===== config.mk =====
export PLATFORM = sky130hd
export DESIGN_NAME = settings_controller
export DESIGN_NICKNAME = d
export VERILOG_FILES = /design/src/rtl/settings_controller.sv
export SDC_FILE = /design/constraint.sdc
export NUM_CORES = 1
export LEC_CHECK = 0
export BUFFER_PORTS_ARGS = -buffer_cell sky130_fd_sc_hd__buf_4
export CORE_MARGIN = 1.5
export CORE_UTILIZATION = 40
export CTS_BUF_LIST = sky130_fd_sc_hd__clkbuf_8
export DETAILED_ROUTE_END_ITERATION = 8
export PLACE_DENSITY = 0.66
export SYNTH_ARGS = -nofsm -noshare
export SYNTH_HDL_FRONTEND = slang
export SYNTH_SLANG_ARGS = --single-unit

===== constraint.sdc =====
create_clock -name clk -period 3.81 [get_ports clk]
set_input_delay 0.762 -clock clk [delete_from_list [all_inputs] [get_ports clk]]
set_output_delay 0.762 -clock clk [all_outputs]
set_load 0.02 [all_outputs]

===== src/rtl/settings_controller.sv =====
// Button-driven editor for volume/octave/loop_width with mode select, auto-repeat and saturation.
// Latency: one clk from button edge to registered outputs; no combinational input-to-output path.
// Backpressure: none; buttons are sampled every cycle and consumers read levels plus a changed pulse.
module settings_controller #(
    parameter int VOL_MIN       = 1,
    parameter int VOL_MAX       = 5,
    parameter int VOL_INIT      = 3,
    parameter int OCT_MIN       = 3,
    parameter int OCT_MAX       = 5,
    parameter int OCT_INIT      = 4,
    parameter int LOOP_MIN      = 1,
    parameter int LOOP_MAX      = 7,
    parameter int LOOP_INIT     = 4,
    parameter int HOLD_CYCLES   = 25000000,
    parameter int REPEAT_CYCLES = 5000000
) (
    input  logic       clk,
    input  logic       rst,
    input  logic       btn_up,
    input  logic       btn_down,
    input  logic       btn_mode,
    output logic [2:0] volume,
    output logic [2:0] octave,
    output logic [2:0] loop_width,
    output logic [1:0] sel,
    output logic       changed
);

    localparam int MAX_CNT = (HOLD_CYCLES > REPEAT_CYCLES) ? HOLD_CYCLES : REPEAT_CYCLES;
    localparam int CW      = $clog2(MAX_CNT + 1);

    localparam logic [CW-1:0] HOLD_LAST = CW'(HOLD_CYCLES - 1);
    localparam logic [CW-1:0] REP_LAST  = CW'(REPEAT_CYCLES - 1);

    localparam logic [2:0] V_MIN = 3'(VOL_MIN);
    localparam logic [2:0] V_MAX = 3'(VOL_MAX);
    localparam logic [2:0] O_MIN = 3'(OCT_MIN);
    localparam logic [2:0] O_MAX = 3'(OCT_MAX);
    localparam logic [2:0] L_MIN = 3'(LOOP_MIN);
    localparam logic [2:0] L_MAX = 3'(LOOP_MAX);

    typedef enum logic [1:0] {
        SEL_VOL  = 2'd0,
        SEL_OCT  = 2'd1,
        SEL_LOOP = 2'd2
    } sel_t;

    typedef enum logic [1:0] {
        PH_IDLE   = 2'd0,
        PH_HOLD   = 2'd1,
        PH_REPEAT = 2'd2
    } phase_t;

    sel_t          sel_q;
    phase_t        phase;
    logic [CW-1:0] rep_cnt;
    logic          hold_dir_up;
    logic          up_prev;
    logic          down_prev;
    logic          mode_prev;

    logic          press_up;
    logic          press_down;
    logic          press_mode;
    logic          both_held;
    logic          held_btn;
    logic          step_req;
    logic          step_inc;
    logic          sel_valid;
    logic [2:0]    cur_val;
    logic [2:0]    lo_val;
    logic [2:0]    hi_val;
    logic [2:0]    nxt_val;
    logic          do_write;

    assign press_up   = btn_up   & ~up_prev;
    assign press_down = btn_down & ~down_prev;
    assign press_mode = btn_mode & ~mode_prev;
    assign both_held  = btn_up & btn_down;
    assign held_btn   = hold_dir_up ? btn_up : btn_down;
    assign sel        = sel_q;

    // A step comes either from a fresh single press or from the repeat timer expiring.
    always_comb begin
        step_req = 1'b0;
        step_inc = 1'b0;
        if (!press_mode && !both_held) begin
            if (press_up || press_down) begin
                step_req = 1'b1;
                step_inc = press_up;
            end else if (held_btn &&
                         ((phase == PH_HOLD   && rep_cnt == HOLD_LAST) ||
                          (phase == PH_REPEAT && rep_cnt == REP_LAST))) begin
                step_req = 1'b1;
                step_inc = hold_dir_up;
            end
        end
    end

    always_comb begin
        cur_val   = 3'd0;
        lo_val    = 3'd0;
        hi_val    = 3'd0;
        sel_valid = 1'b1;
        case (sel_q)
            SEL_VOL: begin
                cur_val = volume;
                lo_val  = V_MIN;
                hi_val  = V_MAX;
            end
            SEL_OCT: begin
                cur_val = octave;
                lo_val  = O_MIN;
                hi_val  = O_MAX;
            end
            SEL_LOOP: begin
                cur_val = loop_width;
                lo_val  = L_MIN;
                hi_val  = L_MAX;
            end
            default: sel_valid = 1'b0;
        endcase
    end

    always_comb begin
        nxt_val = cur_val;
        if (step_inc) begin
            if (cur_val < hi_val) nxt_val = cur_val + 3'd1;
        end else begin
            if (cur_val > lo_val) nxt_val = cur_val - 3'd1;
        end
    end

    // Saturated steps leave the value untouched and therefore never raise changed.
    assign do_write = step_req & sel_valid & (nxt_val != cur_val);

    always_ff @(posedge clk or posedge rst) begin
        if (rst) begin
            volume      <= 3'(VOL_INIT);
            octave      <= 3'(OCT_INIT);
            loop_width  <= 3'(LOOP_INIT);
            sel_q       <= SEL_VOL;
            changed     <= 1'b0;
            up_prev     <= 1'b0;
            down_prev   <= 1'b0;
            mode_prev   <= 1'b0;
            phase       <= PH_IDLE;
            rep_cnt     <= '0;
            hold_dir_up <= 1'b0;
        end else begin
            up_prev   <= btn_up;
            down_prev <= btn_down;
            mode_prev <= btn_mode;
            changed   <= do_write;

            if (do_write) begin
                case (sel_q)
                    SEL_VOL:  volume     <= nxt_val;
                    SEL_OCT:  octave     <= nxt_val;
                    SEL_LOOP: loop_width <= nxt_val;
                    default:  ;
                endcase
            end

            case (sel_q)
                SEL_VOL:  if (press_mode) sel_q <= SEL_OCT;
                SEL_OCT:  if (press_mode) sel_q <= SEL_LOOP;
                SEL_LOOP: if (press_mode) sel_q <= SEL_VOL;
                default:  sel_q <= SEL_VOL;
            endcase

            if (press_mode || both_held) begin
                phase   <= PH_IDLE;
                rep_cnt <= '0;
            end else if (press_up || press_down) begin
                phase       <= PH_HOLD;
                rep_cnt     <= '0;
                hold_dir_up <= press_up;
            end else begin
                case (phase)
                    PH_HOLD: begin
                        if (!held_btn) begin
                            phase   <= PH_IDLE;
                            rep_cnt <= '0;
                        end else if (rep_cnt == HOLD_LAST) begin
                            phase   <= PH_REPEAT;
                            rep_cnt <= '0;
                        end else begin
                            rep_cnt <= rep_cnt + 1'b1;
                        end
                    end
                    PH_REPEAT: begin
                        if (!held_btn) begin
                            phase   <= PH_IDLE;
                            rep_cnt <= '0;
                        end else if (rep_cnt == REP_LAST) begin
                            rep_cnt <= '0;
                        end else begin
                            rep_cnt <= rep_cnt + 1'b1;
                        end
                    end
                    default: begin
                        phase   <= PH_IDLE;
                        rep_cnt <= '0;
                    end
                endcase
            end
        end
    end

endmodule


### Word-level counts from Yosys, hierarchy flattened

Index checks and enable logic that the tools add are counted.

| storage, ports and cells | value |
|---|---|
| flip-flop bits (word level) | 43 |
| output and inout port bits | 12 |
| logic and storage cells | 88 |

| cells by class | value |
|---|---|
| add/sub/neg operators | 3 |
| order comparisons | 2 |
| equality and inequality tests | 12 |
| muxes and demuxes | 31 |
| bitwise operators | 10 |
| reductions and logical operators | 19 |

Operator list:

| kind | count |
|---|---|
| 25-bit 2-to-1 mux | 6 |
| 25-bit case mux with 2 select lines | 1 |
| 25-bit by 1-bit adder with 25-bit output (second input constant) | 1 |
| 25-bit by 23-bit == test with 1-bit output (second input constant) | 1 |
| 25-bit == test (second input constant) | 1 |
| 2-bit 2-to-1 mux | 8 |
| 2-bit AND reduction | 5 |
| 3-bit 2-to-1 mux | 3 |
| 3-bit case mux with 3 select lines | 1 |
| 1-bit 2-to-1 mux | 8 |
| 2-bit case mux with 2 select lines | 2 |
| 1-bit bitwise AND | 6 |
| 2-bit inequality test (second input constant) | 3 |
| 2-bit case mux with 3 select lines | 1 |
| 3-bit case mux with 2 select lines | 1 |
| 5-bit by 3-bit inequality test with 1-bit output (second input constant) | 1 |
| 2-bit by 1-bit == test with 1-bit output (second input constant) | 2 |
| 2-bit == test (second input constant) | 2 |
| 1-bit logical AND | 4 |
| 4-bit by 3-bit inequality test with 1-bit output (second input constant) | 1 |
| 1-bit NOT | 4 |
| 2-bit OR reduction | 2 |
| 3-bit by 1-bit adder with 3-bit output (second input constant) | 1 |
| 3-bit > comparator | 1 |
| other kinds (8) | 11 |

### Logic depth before layout (Yosys ltp)

| logic depth | value |
|---|---|
| word-level depth | 11 |
| gate-level depth with buffers | 12 |
| mapped depth without buffers | 11 |

### Worst setup path before layout

OpenSTA, ideal clock, no wires.

| timing path | value |
|---|---|
| path kind | flip-flop to flip-flop |
| start | register sel_q[0], in the netlist sel[0] |
| end | register octave[0] |
| library setup time | 128 ps |
| arrival time | 2,951 ps |
| required time | 3,682 ps |
| setup slack | 732 ps |
| cell stages (with the launch flop) | 13 |
| buffers on the path | 1 |
| period minus slack after synthesis | 3,078 ps |
| cells stage by stage | dfrtp_1 -> buf_2 -> mux2i_1 -> nor2_1 -> a21oi_1 -> inv_1 -> ha_1 -> nor2b_1 -> o21ai_0 -> nand3_1 -> o22ai_2 -> nor3_2 -> mux2_1 |

| on the way | value |
|---|---|
| longest elaborated chain between the ends | 9 |
| elaborated cells between the ends (all ways) | 21 |
| classes of those cells | 2 x add/sub; 2 x order compare; 3 x eq/ne; 7 x mux; 2 x bitwise; 5 x reduce/logical |

Ends and longest elaborated chain:

| item | RTL line | text |
|---|---|---|
| start, declared | 54 | `sel_t sel_q;` |
| start signal, assigned | 142 | `sel_q <= SEL_VOL;` |
| start signal, assigned | 166 | `SEL_VOL: if (press_mode) sel_q <= SEL_OCT;` |
| start signal, assigned | 167 | `SEL_OCT: if (press_mode) sel_q <= SEL_LOOP;` |
| 2-bit == test (tied with other cells) | 105 | `case (sel_q)` |
| 2-bit OR reduction (no line) | - |  |
| 2-bit case mux with 2 select lines / 3-bit case mux with 2 select lines (equally long branches) | 105 |  |
| 3-bit > comparator / 3-bit < comparator (equally long branches) | 130, 128 |  |
| 3-bit 2-to-1 mux (on tied branches) | 130, 128 |  |
| 3-bit 2-to-1 mux | 127 | `if (step_inc) begin` |
| 3-bit inequality test | 135 | `assign do_write = step_req & sel_valid & (nxt_val != cur_val);` |
| 1-bit bitwise AND | 135 |  |
| 2-bit AND reduction (no line) | - |  |
| end signal, assigned | 140 | `octave <= 3'(OCT_INIT);` |
| end signal, assigned | 159 | `SEL_OCT: octave <= nxt_val;` |
| end, declared | 23 | `output logic [2:0] octave,` |

Several ways; a longest one is shown, not always the timed one.
A chain may end at the register's enable or synchronous reset.

### Final worst setup path

Ends and elaborated chain as after synthesis.

==> key figures <==
Finish
  • Final core utilization: between 40% and 50%
  • Antenna Cells: 0
  • Area growth from synthesis to layout: 12.43%
  • Share of cells above drive strength 1: between 10 and 15%
  • Final nets: 272

Logic synthesis
  • Seq/Total Area, Yosys: 44.19%
  • Mapped cell area: 2446 µm²
  • Cell count after synthesis: between 200 and 250
  • YS warnings: 0
  • Synth area leaders: dfrtp_1 (40%), xor2_1 (6.4%), nor2_1 (5.7%), dfstp_2 (4.3%), mux2_1 (3.7%)
  • Post-synth top area cell: dfrtp_1
  • Yosys reg bits: 43
  • Top post-synthesis cells by count: dfrtp_1 (39), nor2_1 (37), nand2_1 (20)
  • Netlist cell types: 43
  • Syn avg cell area: approximately 10 µm²
  • Syn Nets: 254
  • Async set-reset flop share out of synthesis: 100.0%
  • Top-count cell post-synth: dfrtp_1
  • Yosys top cell area share: between 30% and 40%
  • Post-synth EDFFs: 0
  • Post-synth top flop: dfrtp_1

Timing
  • Fin crit share: a little under 90%
  • # setup viols final: 0
  • Fmax: 302.4 MHz
  • Number of hold violations in the final report: 0
  • Final Skew: 0.006080 ns
  • Rel. slew slack: about 47%
  • Fin Setup TNS: 0 ns
  • Max Transition Viols Final: 0
  • RSZ-0062 raised after global routing: false
  • Min Tclk post-route: approximately 3.3 ns
  • Slew @ Worst Pin: 0.7933 ns

Power
  • Power Density: approximately 550 nW/µm²
  • VDD IR max: 0.0003372 V
  • Leakage Power: 1.159 nW

GRT
  • Vias in the first global route: 1699
  • GR Overflow Total: 0
  • Initial antenna violation count: 0
  • First-pass GRT wire length: 7893 µm
  • Largest net degree at the start of global routing: 30
  • GR Util All Layers: 15.56%

Clocking
  • Longest Clk Path Bufs: 2
  • Hold buffers post-CTS: 0
  • Setup Fix Bufs, Post-CTS: 0
  • # resized after CTS: 0
  • CTS Root Cell: clkbuf_8
  • CTS H-tree depth: 2
  • CTS tree: done
  • Clock Latency Late Sink: 0.29 ns
  • Clock slew at reported path FFs: around 0.080 ns
  • Cts bufs inserted: 5
  • Clock sinks: 43

Setup path
  • Nature of the critical path startpoint: flip-flop
  • Worst path bufs/invs: 1
  • CP dominant cell by count: nor2b_1
  • Worst r2r src: sel[0]
  • WP data arrival: 3.48 ns
  • Crit path max fanout: 12
  • Critical-path cell list: nor2b_1 > a21oi_1 > inv_1 > ha_1 > nor2b_1 > o21ai_0 > nand3_1 > o22ai_2 > nor3_2 > mux2_1
  • Endpoint class of the critical path: flip-flop
  • Worst stage delay on the critical path: 0.68 ns
  • Slowest CP cell: dfrtp_1
  • Reg2Reg Depth: 10
  • Register-to-register setup slack: roughly 0.50 ns
  • WP data required: between 3 and 4 ns
  • Reg-to-Reg End: octave[0]
  • Critical path's top delay family: compound AO/OA/AOI/OAI gates
  • Crit Path Category: flip-flop to flip-flop

Detailed routing
  • Vias per cell: 5.324
  • WL per Instance: 13.85 µm
  • Initial DRC Count: 116
  • DRT Pass-1 Iters: 4
  • Total number of vias: 1789
  • DRT antenna net count: 0
  • Remaining DRCs: 0
  • Final wirelength: 4652 µm

Place
  • Routability cong.: 0.9074
  • HPWL Detailed: 3387 µm
  • Number of port buffers: 16

Floorplanning
  • Row count: 28
  • Core Region: 5921 µm²
  • I/O pins: 17
  • Die Footprint: around 6600 µm²
  • Die H: 81.20 µm
  • Initial Utilization: between 40% and 50%
  • Die W: 81.20 µm

Flow run
  • Max-Cap Viols: 0

Status
  • Outcome: finished, final reports clean

Min path
  • Min-Delay Path Class: primary input to async pin
## registers in the layout, indices dropped and copies added, names as in the netlist
name / cells
changed: 1
down_prev: 1
hold_dir_up: 1
loop_width: 3
mode_prev: 1
octave: 3
phase: 2
rep_cnt: 25
sel: 2
up_prev: 1
volume: 3
## metal layers
layer,global-route usage (%),routed length (µm),up-vias
met3,4.045,139,6
met1,19.51,2122,870
met4,4.310,65,0
met2,26.42,2325,25
li1,-,-,888
met5,0,0,-
## worst max-delay path by stage
stage | startpoint | endpoint | slack, ns | cells after the start
2_1_floorplan | sel[0] | octave[0] | 0.73 | 12
3_3_place_gp | sel[0] | octave[1] | 0.65 | 11
3_5_place_dp | sel[0] | octave[0] | 0.50 | 10
4_1_cts | sel[0] | octave[0] | 0.49 | 10
5_1_grt | sel[0] | octave[0] | 0.19 | 10
6_report | sel[0] | octave[0] | 0.50 | 10
## area by class of cell
cell class                 count  area [µm²]
multi-input combinational    182        1300
timing repair buffer          17       127.6
clock buffer                   5       68.82
inverter                      11       41.29
sequential                    43        1081
fill                         586        3171
clock inverter                 3       37.54
tap                           75       93.84
## power breakdown
group          internal (mW)  switching, mW  leakage (nW)  total, mW
combinational          0.256          0.319         0.528      0.574
clock                  0.191          0.149        0.0607      0.339
sequential             0.515         0.0777         0.570      0.593
total                  0.961          0.545          1.16       1.51
## through the flow
stage / std cells / power (mW) / instance area, µm² / hold slack, ns / setup slack, ns
after global placement: 328 / 1.163 / 2644 / 0.4408 / 0.6469
after CTS: 336 / 1.522 / 2750 / 0.4540 / 0.4922
after global routing: 336 / 1.599 / 2750 / 0.4598 / 0.1900
final: 336 / 1.506 / 2750 / 0.4408 / 0.5034
after floorplan: 242 / 1.003 / 2446 / 0.4245 / 0.7316
after detailed placement: 328 / 1.178 / 2644 / 0.4439 / 0.5017
## cells in the final DEF (no fill, tap or decap), types with 5 or more instances in the layout
cell / synthesis / routed
nand4_1: 10 / 10
a21oi_1: 5 / 5
ha_1: 7 / 7
clkbuf_8: 0 / 5
xnor2_1: 8 / 8
xor2_1: 18 / 18
inv_1: 11 / 12
buf_4: 0 / 17
nand2_1: 20 / 20
mux2_1: 8 / 8
nand3_1: 7 / 7
o21ai_0: 7 / 7
dfrtp_1: 39 / 39
nor2_1: 37 / 37
mux2i_1: 6 / 6
## cell families after synthesis
logic type                 after synthesis  share of synthesized area (%)
adders and majority gates                7                          3.580
AOI/OAI and AO/OA                       25                          8.389
DFF                                     43                          44.19
and+or+nand+nor                        107                          24.35
buffers and inverters                   17                          2.660
xor gates and xnor gates                26                          9.310
muxes                                   17                          7.519
Note: power is estimated with default switching activity, not from simulation.
